`config.mk`:
```
export PLATFORM = sky130hd
export DESIGN_NAME = red_pitaya_asg_seq
export DESIGN_NICKNAME = d
export VERILOG_FILES = /design/src/rtl/red_pitaya_asg_seq_pkg.sv /design/src/rtl/red_pitaya_asg_seq_tbl.sv /design/src/rtl/red_pitaya_asg_seq.sv
export SDC_FILE = /design/constraint.sdc
export NUM_CORES = 1
export LEC_CHECK = 0
export BUFFER_PORTS_ARGS = -buffer_cell sky130_fd_sc_hd__buf_4
export CAP_MARGIN = 20
export CORE_MARGIN = 2
export CORE_UTILIZATION = 35
export CTS_BUF_LIST = sky130_fd_sc_hd__clkbuf_16
export CTS_CLUSTER_DIAMETER = 150
export DETAILED_ROUTE_END_ITERATION = 10
export PLACE_DENSITY_LB_ADDON = 0.12
export SLEW_MARGIN = 15
export SYNTH_ARGS = -nofsm -noshare
export SYNTH_HDL_FRONTEND = slang
export SYNTH_SLANG_ARGS = --single-unit
```
`constraint.sdc`:
```
create_clock -name dac_clk_i -period 18 [get_ports dac_clk_i]
set_clock_uncertainty 0.1 [all_clocks]
set_input_delay 3.6 -clock dac_clk_i [delete_from_list [all_inputs] [get_ports dac_clk_i]]
set_output_delay 3.6 -clock dac_clk_i [all_outputs]
set_load 0.01 [all_outputs]
```
`src/rtl/red_pitaya_asg_seq_pkg.sv`:
```
// -----------------------------------------------------------------------------
// red_pitaya_asg_seq_pkg
// Shared types for the ASG segment sequencer:
//   - seq_state_e : sequencer FSM state encoding (exposed on dbg_state_o)
//   - seq_desc_t  : one descriptor table entry (ofs, size, step, ncyc, last
//                   and, when ASG_SEQ_GAP_EN is defined, a 32-bit gap)
//   - SEQ_FRAC_W  : fractional bits of the channel pointer (16)
// Optional feature macro: ASG_SEQ_GAP_EN adds the GAP state and the gap field.
// Descriptor fields are sized for the largest supported buffer address width
// (SEQ_RSZ_MAX); narrower instances zero-fill the upper bits.
// -----------------------------------------------------------------------------
package red_pitaya_asg_seq_pkg;

    localparam int unsigned SEQ_FRAC_W  = 16;
    localparam int unsigned SEQ_RSZ_MAX = 16;
    localparam int unsigned SEQ_NCYC_W  = 16;
    localparam int unsigned SEQ_GAP_W   = 32;

    typedef enum logic [2:0] {
        ST_IDLE = 3'd0,
        ST_LOAD = 3'd1,
        ST_ARM  = 3'd2,
        ST_TRIG = 3'd3,
        ST_RUN  = 3'd4,
        ST_NEXT = 3'd5
`ifdef ASG_SEQ_GAP_EN
        , ST_GAP = 3'd6
`endif
    } seq_state_e;

    typedef struct packed {
        logic [SEQ_RSZ_MAX-1:0]            ofs;
        logic [SEQ_RSZ_MAX-1:0]            size;
        logic [SEQ_RSZ_MAX+SEQ_FRAC_W-1:0] step;
        logic [SEQ_NCYC_W-1:0]             ncyc;
        logic                              last;
`ifdef ASG_SEQ_GAP_EN
        logic [SEQ_GAP_W-1:0]              gap;
`endif
    } seq_desc_t;

endpackage

```
`src/rtl/red_pitaya_asg_seq_tbl.sv`:
```
// -----------------------------------------------------------------------------
// red_pitaya_asg_seq_tbl
// NSEG-entry descriptor register file with one write port and one registered
// read port.
//   clk_i   : clock
//   rst_i   : synchronous active-high reset; clears only the read register,
//             the table contents survive reset
//   we_i    : write strobe, waddr_i / wdata_i : write index and descriptor
//   re_i    : read enable, raddr_i : read index
//   rdata_o : registered read data, holds its value while re_i is low
// A read and a write to the same index in one cycle returns the old contents.
// Optional feature macro ASG_SEQ_GAP_EN only changes the width of seq_desc_t.
// -----------------------------------------------------------------------------
module red_pitaya_asg_seq_tbl
    import red_pitaya_asg_seq_pkg::*;
#(
    parameter  int NSEG = 8,
    localparam int IW   = $clog2(NSEG)
) (
    input  logic          clk_i,
    input  logic          rst_i,
    input  logic          we_i,
    input  logic [IW-1:0] waddr_i,
    input  seq_desc_t     wdata_i,
    input  logic          re_i,
    input  logic [IW-1:0] raddr_i,
    output seq_desc_t     rdata_o
);

    seq_desc_t mem_q [NSEG];
    seq_desc_t mem_d [NSEG];
    seq_desc_t rdata_q;
    seq_desc_t rdata_d;

    always_comb begin
        mem_d = mem_q;
        if (we_i) begin
            mem_d[waddr_i] = wdata_i;
        end
    end

    // Reads sample mem_q, so a same-cycle write is not yet visible.
    always_comb begin
        rdata_d = rdata_q;
        if (re_i) begin
            rdata_d = mem_q[raddr_i];
        end
    end

    // Table storage is deliberately not reset.
    always_ff @(posedge clk_i) begin
        mem_q <= mem_d;
    end

    always_ff @(posedge clk_i) begin
        if (rst_i) begin
            rdata_q <= '0;
        end else begin
            rdata_q <= rdata_d;
        end
    end

    assign rdata_o = rdata_q;

endmodule

```
`src/rtl/red_pitaya_asg_seq.sv`:
```
// -----------------------------------------------------------------------------
// red_pitaya_asg_seq
// Segment sequencer for one Red Pitaya ASG channel. Walks a descriptor table,
// loading each segment's offset/size/step/cycle count into the channel,
// resetting and triggering it, waiting for the channel to finish, and moving
// on to the next descriptor (optionally looping the list).
//
// Ports:
//   dac_clk_i, dac_rst_i  : clock, synchronous active-high reset
//   cfg_we_i/addr/ofs/size/step/ncyc/last : descriptor table write port
//   cfg_gap_i             : per-descriptor gap in clocks (ASG_SEQ_GAP_EN only)
//   start_i, stop_i       : start / abort pulses; loop_i : loop-list level
//   ch_active_i           : channel busy level (channel dac_do)
//   seg_ofs_o, seg_size_o : {field, 16'h0} for channel set_ofs / set_size
//   seg_step_o, seg_ncyc_o: channel set_step / set_ncyc
//   ch_rst_o, ch_trig_o   : one-cycle channel reset / software trigger
//   busy_o, done_o, seg_idx_o : status; done_o is a one-cycle pulse
//   dbg_state_o           : current FSM state (seq_state_e encoding)
//
// Optional feature macro: ASG_SEQ_GAP_EN inserts a GAP state between RUN and
// NEXT that idles max(gap,1) clocks.
//
// Handshake: there is no valid/ready pairing here; start_i/stop_i are single
// cycle requests sampled on the clock edge, ch_active_i is a level, and every
// output is registered so it changes only on the clock edge.
// -----------------------------------------------------------------------------
module red_pitaya_asg_seq
    import red_pitaya_asg_seq_pkg::*;
#(
    parameter  int RSZ  = 14,
    parameter  int NSEG = 8,
    localparam int IW   = $clog2(NSEG)
) (
    input  logic                      dac_clk_i,
    input  logic                      dac_rst_i,
    input  logic                      cfg_we_i,
    input  logic [IW-1:0]             cfg_addr_i,
    input  logic [RSZ-1:0]            cfg_ofs_i,
    input  logic [RSZ-1:0]            cfg_size_i,
    input  logic [RSZ+SEQ_FRAC_W-1:0] cfg_step_i,
    input  logic [SEQ_NCYC_W-1:0]     cfg_ncyc_i,
    input  logic                      cfg_last_i,
`ifdef ASG_SEQ_GAP_EN
    input  logic [SEQ_GAP_W-1:0]      cfg_gap_i,
`endif
    input  logic                      start_i,
    input  logic                      stop_i,
    input  logic                      loop_i,
    input  logic                      ch_active_i,
    output logic [RSZ+SEQ_FRAC_W-1:0] seg_ofs_o,
    output logic [RSZ+SEQ_FRAC_W-1:0] seg_size_o,
    output logic [RSZ+SEQ_FRAC_W-1:0] seg_step_o,
    output logic [SEQ_NCYC_W-1:0]     seg_ncyc_o,
    output logic                      ch_rst_o,
    output logic                      ch_trig_o,
    output logic                      busy_o,
    output logic                      done_o,
    output logic [IW-1:0]             seg_idx_o,
    output logic [2:0]                dbg_state_o
);

    // ---------------------------------------------------------------------
    // Descriptor table
    // ---------------------------------------------------------------------
    seq_desc_t wr_desc;
    seq_desc_t rd_desc;
    logic      tbl_re;

    always_comb begin
        wr_desc                                = '0;
        wr_desc.ofs[RSZ-1:0]                   = cfg_ofs_i;
        wr_desc.size[RSZ-1:0]                  = cfg_size_i;
        wr_desc.step[RSZ+SEQ_FRAC_W-1:0]       = cfg_step_i;
        wr_desc.ncyc                           = cfg_ncyc_i;
        wr_desc.last                           = cfg_last_i;
`ifdef ASG_SEQ_GAP_EN
        wr_desc.gap                            = cfg_gap_i;
`endif
    end

    logic [IW-1:0] idx_q, idx_d;

    // The table read register doubles as the seg_* output register: it is
    // loaded only in LOAD, so it holds in every other state and resets to 0.
    red_pitaya_asg_seq_tbl #(
        .NSEG (NSEG)
    ) u_tbl (
        .clk_i   (dac_clk_i),
        .rst_i   (dac_rst_i),
        .we_i    (cfg_we_i),
        .waddr_i (cfg_addr_i),
        .wdata_i (wr_desc),
        .re_i    (tbl_re),
        .raddr_i (idx_q),
        .rdata_o (rd_desc)
    );

    // ---------------------------------------------------------------------
    // Sequencer FSM
    // ---------------------------------------------------------------------
    seq_state_e    state_q, state_d;
    logic          seen_q, seen_d;
    logic [IW-1:0] seg_idx_q, seg_idx_d;
    logic          ch_rst_q, ch_rst_d;
    logic          ch_trig_q, ch_trig_d;
    logic          busy_q, busy_d;
    logic          done_q, done_d;
`ifdef ASG_SEQ_GAP_EN
    logic [SEQ_GAP_W-1:0] gap_cnt_q, gap_cnt_d;
`endif

    logic list_end;
    assign list_end = rd_desc.last || (idx_q == IW'(NSEG - 1));

    // Outputs are computed for the state being entered, so each pulse lines
    // up with the cycle spent in that state (ch_rst_o in ARM, ch_trig_o in
    // TRIG, done_o in the first IDLE cycle).
    always_comb begin
        state_d   = state_q;
        idx_d     = idx_q;
        seen_d    = seen_q;
        seg_idx_d = seg_idx_q;
        ch_rst_d  = 1'b0;
        ch_trig_d = 1'b0;
        done_d    = 1'b0;
        tbl_re    = 1'b0;
`ifdef ASG_SEQ_GAP_EN
        gap_cnt_d = gap_cnt_q;
`endif

        if (stop_i && (state_q != ST_IDLE)) begin
            // Abort: park the channel with a reset pulse, never report done.
            state_d  = ST_IDLE;
            ch_rst_d = 1'b1;
        end else begin
            case (state_q)
                ST_IDLE: begin
                    if (start_i && !stop_i) begin
                        idx_d   = '0;
                        state_d = ST_LOAD;
                    end
                end
                ST_LOAD: begin
                    tbl_re    = 1'b1;
                    seg_idx_d = idx_q;
                    ch_rst_d  = 1'b1;
                    state_d   = ST_ARM;
                end
                ST_ARM: begin
                    ch_trig_d = 1'b1;
                    state_d   = ST_TRIG;
                end
                ST_TRIG: begin
                    seen_d  = 1'b0;
                    state_d = ST_RUN;
                end
                ST_RUN: begin
                    // Wait for the channel to go active and then idle again;
                    // a channel that never starts keeps us here until stop.
                    if (ch_active_i) begin
                        seen_d = 1'b1;
                    end
                    if (seen_q && !ch_active_i) begin
`ifdef ASG_SEQ_GAP_EN
                        state_d   = ST_GAP;
                        gap_cnt_d = (rd_desc.gap == '0) ? '0
                                                        : rd_desc.gap - SEQ_GAP_W'(1);
`else
                        state_d = ST_NEXT;
`endif
                    end
                end
`ifdef ASG_SEQ_GAP_EN
                ST_GAP: begin
                    // Preloaded with gap-1 so the GAP state lasts max(gap,1).
                    if (gap_cnt_q == '0) begin
                        state_d = ST_NEXT;
                    end else begin
                        gap_cnt_d = gap_cnt_q - SEQ_GAP_W'(1);
                    end
                end
`endif
                ST_NEXT: begin
                    if (list_end) begin
                        if (loop_i) begin
                            idx_d   = '0;
                            state_d = ST_LOAD;
                        end else begin
                            done_d  = 1'b1;
                            state_d = ST_IDLE;
                        end
                    end else begin
                        idx_d   = idx_q + IW'(1);
                        state_d = ST_LOAD;
                    end
                end
                default: begin
                    state_d = ST_IDLE;
                end
            endcase
        end

        busy_d = (state_d != ST_IDLE);
    end

    always_ff @(posedge dac_clk_i) begin
        if (dac_rst_i) begin
            state_q   <= ST_IDLE;
            idx_q     <= '0;
            seen_q    <= 1'b0;
            seg_idx_q <= '0;
            ch_rst_q  <= 1'b0;
            ch_trig_q <= 1'b0;
            busy_q    <= 1'b0;
            done_q    <= 1'b0;
`ifdef ASG_SEQ_GAP_EN
            gap_cnt_q <= '0;
`endif
        end else begin
            state_q   <= state_d;
            idx_q     <= idx_d;
            seen_q    <= seen_d;
            seg_idx_q <= seg_idx_d;
            ch_rst_q  <= ch_rst_d;
            ch_trig_q <= ch_trig_d;
            busy_q    <= busy_d;
            done_q    <= done_d;
`ifdef ASG_SEQ_GAP_EN
            gap_cnt_q <= gap_cnt_d;
`endif
        end
    end

    // ---------------------------------------------------------------------
    // Outputs
    // ---------------------------------------------------------------------
    assign seg_ofs_o   = {rd_desc.ofs[RSZ-1:0],  {SEQ_FRAC_W{1'b0}}};
    assign seg_size_o  = {rd_desc.size[RSZ-1:0], {SEQ_FRAC_W{1'b0}}};
    assign seg_step_o  = rd_desc.step[RSZ+SEQ_FRAC_W-1:0];
    assign seg_ncyc_o  = rd_desc.ncyc;
    assign seg_idx_o   = seg_idx_q;
    assign ch_rst_o    = ch_rst_q;
    assign ch_trig_o   = ch_trig_q;
    assign busy_o      = busy_q;
    assign done_o      = done_q;
    assign dbg_state_o = state_q;

    // Upper descriptor bits beyond RSZ are always zero for this instance.
    logic unused_rd_bits;
    assign unused_rd_bits = ^rd_desc;

endmodule

```
==> run_results.csv <==
group,metric,value,unit
worst_setup_path,cp-start-kind,"input pin",
min_path,hold_depth,2,
power_and_ir_drop,power.density,107,nW/um2
timing,setup_viol,0,
placed_design,dpl_cell_area,28800,um2
drt,vias_per_cell,4.88,
worst_setup_path,critPathArrivalTime,5.56,ns
synth,synth.most_common_cell,"edfxtp_1",
worst_setup_path,crit_family,"buffers and inverters",
timing,period_needed,5.42,ns
timing,fin_ws,12.58,ns
die,core_area,77500,um2
worst_setup_path,critPathKind,"input pin to register",
clock_network,cts_tree,"yes",
placed_design,gp_congestion,0.686,
timing,slew_headroom,23.8,%
global_route,grt-ovfl-total,0,
final_layout,area_delta_synth_final,13.4,%
global_route,grt_pass1_vias,14400,
synth,ys_ff_latch,689,
synth,synth_area_leaders,"edfxtp_1 66%, mux2i_1 11%, dfxtp_1 6.5%",
worst_setup_path,crit_path_max_fanout,41,
die,die-area,80600,um2
timing,fin_tns_setup,0,ns
timing,rsz0062_at_grt,"false",
synth,yosys.area.top_type,"edfxtp_1",
power_and_ir_drop,pwr-share-comb,3.6,%
placed_design,portBuffers,168,
synth,synth-warning-count,0,
worst_setup_path,worstPathCellList,"buf_4 > nand2b_1 > nor2_4 > buf_4 > buf_4",
power_and_ir_drop,switching_share,21.0,%
synth,netlist_instances,1640,
drt,routed_wl,65600,um
die,num_rows,102,
global_route,track_usage,16.1,%
timing,tightest_slew,1.14,ns
placed_design,dp_cells,2706,
global_route,grt_max_degree,148,
drt,num_vias,13900,
worst_setup_path,rr_worst_depth,6,
clock_network,ctsHoldBuffers,0,
synth,async_reset_ff_share,0,%
timing,fin_crit_sh,30.1,%
clock_network,post_cts_buffers,0,
synth,synthesis.area,27400,um2
clock_network,cts_made_buffers,75,
timing,slew_viol_final,0,
clock_network,clkSinkCount,689,
run,cap_viol_max_count,0,
synth,ys_seq_area_share,72.2,%
drt,firstDrtPassIters,7,
die,die_w,284,um
worst_setup_path,crit_slowest_cell,"buf_4",
worst_setup_path,crit_top_cell,"buf_4",
global_route,grt_pass1_wl,96200,um
timing,hold_slack,0.356,ns
final_layout,n_antenna_cell,0,
synth,synthFlopType,"edfxtp_1",
final_layout,final_cell_count_no_fill,2845,
worst_setup_path,critical_path_cell_count,5,
timing,max_freq,184,MHz
final_layout,drive_gt1_share,21.7,%
synth,synthTopCellsByCount,"600 x edfxtp_1, 303 x mux2i_1, 148 x a22oi_1, 114 x buf_4, 89 x dfxtp_1",
clock_network,cts_buffer_depth,3,
clock_network,cts_resized,0,
clock_network,htree_levels,3,
clock_network,worst_skew_pair.late_latency,0.61,ns
worst_setup_path,cp.required,18.14,ns
timing,finalHoldViolCount,0,
power_and_ir_drop,p_leak,9.78,nW
placed_design,pre_cts_slack,11.89,ns
global_route,grt_antenna_before_repair,4,
drt,remaining_drc_errors,0,
power_and_ir_drop,p_seq_share,54.1,%
die,die_y,284,um
final_layout,finalInstanceArea,31100,um2
min_path,hp-class,"register to register",
drt,antenna_left,0,
synth,synth_top_area_share,65.7,%
drt,drtIter0Drc,856,
final_layout,fin_nets,1830,
power_and_ir_drop,p_sw,0.700,mW
synth,synth.avg_cell_area,16.7,um2
clock_network,clkSlewWorstSetupHoldPaths,0.05,ns
worst_setup_path,crit_path_end_kind,"register",
worst_setup_path,path_buf_inv,3,
worst_setup_path,critPathMaxStageDelay,0.67,ns
die,start_util,35.4,%
synth,synth_edf_count,600,
power_and_ir_drop,power.share.clock,42.3,%
outcome,outcome,"finished, final reports clean",
clock_network,cts_root_buffer,"clkbuf_16",
die,num_io_pins,201,
placed_design,dp_hpwl,33300,um
power_and_ir_drop,p_int,2.64,mW
power_and_ir_drop,ir_worst_vdd,0.0567,mV
drt,wl_per_cell,23.1,um
synth,ys_types,47,
## power by group through the flow
stage / combinational, mW / sequential, mW / clock (mW)
floorplan: 0.0699 / 1.84 / 0
global placement: 0.120 / 1.84 / 0
detailed placement: 0.123 / 1.84 / 0
CTS: 0.123 / 1.81 / 1.46
global route: 0.132 / 1.81 / 1.52
finish: 0.120 / 1.81 / 1.41
## worst paths after layout
path / startpoint / endpoint / slack (ns)
hold / removal: seg_idx_o[1]$_SDFFE_PP0P_ / seg_idx_o[1]$_SDFFE_PP0P_ / 0.36
setup reg to reg: idx_q[1]$_SDFFE_PP0P_ / u_tbl.rdata_o[20]$_SDFFE_PP0P_ / 14.21
hold reg to reg: seg_idx_o[1]$_SDFFE_PP0P_ / seg_idx_o[1]$_SDFFE_PP0P_ / 0.36
setup / recovery: cfg_addr_i[0] / u_tbl.mem_q[156]$_DFFE_PP_ / 12.58
## placed cells by master (no fill, tap or decap), drive strengths merged, types with 2 or more instances in the layout
master	netlist	layout
inv	3	37
conb	1	32
bufinv	0	3
clkbuf	20	76
nor2b	2	2
a21oi	80	80
nor2	87	87
mux2i	303	303
nor3	80	80
a22oi	151	151
edfxtp	600	600
dfxtp	89	89
a311oi	2	2
nand3	2	2
buf	182	197
nand2	11	11
o21ai	2	2
ha	2	2
nand2b	9	9
clkinv	0	26
## final cells by class
cell class | instances | area, um2
clock buffer | 76 | 1900
clock inverter | 63 | 367
tap | 1040 | 1300
sequential | 689 | 19800
timing repair buffer | 197 | 1500
inverter | 3 | 11.3
fill | 7062 | 46400
multi-input combinational | 777 | 6220
## kinds of logic after synthesis
logic type,synth area share (%)
flops,72.2
other cells,0.0137
xor+xnor,0.0320
buf+inv,5.82
compound gates,5.99
simple gates,4.78
mux,11.1
fa+ha+maj,0.0913
## routing by layer
metal	track usage, %	vias to the layer above	wire length (um)	share of wire (%)
li1	-	6414	-	-
met3	3.28	87	3070	4.7
met5	0	-	50	0.076
met4	4.66	8	1110	1.7
met2	26.3	284	31400	48
met1	21.7	7082	30000	46
## worst min-delay path, delay by kind of cell, from the launching register on
| family | cells | cell delay, ns |
|---|---|---|
| and+or+nand+nor | 1 | 0.05 |
| DFF | 1 | 0.31 |
| AOI/OAI and AO/OA | 1 | 0.05 |
## registers in the layout, indices dropped and copies added (netlist names)
| name | cells |
|---|---|
| ch_trig_o | 1 |
| seen_q | 1 |
| dbg_state_o | 3 |
| idx_q | 3 |
| u_tbl.rdata_o | 75 |
| done_o | 1 |
| ch_rst_o | 1 |
| u_tbl.mem_q | 600 |
| busy_o | 1 |
| seg_idx_o | 3 |
## through the flow
stage / utilization (%) / power (mW)
4_1_cts: 40.1 / 3.39
3_5_place_dp: 37.2 / 1.96
5_1_grt: 40.1 / 3.47
3_3_place_gp: 37.2 / 1.96
2_1_floorplan: - / 1.91
6_report: 40.1 / 3.34
No activity file was read; power rests on OpenSTA's default activity.
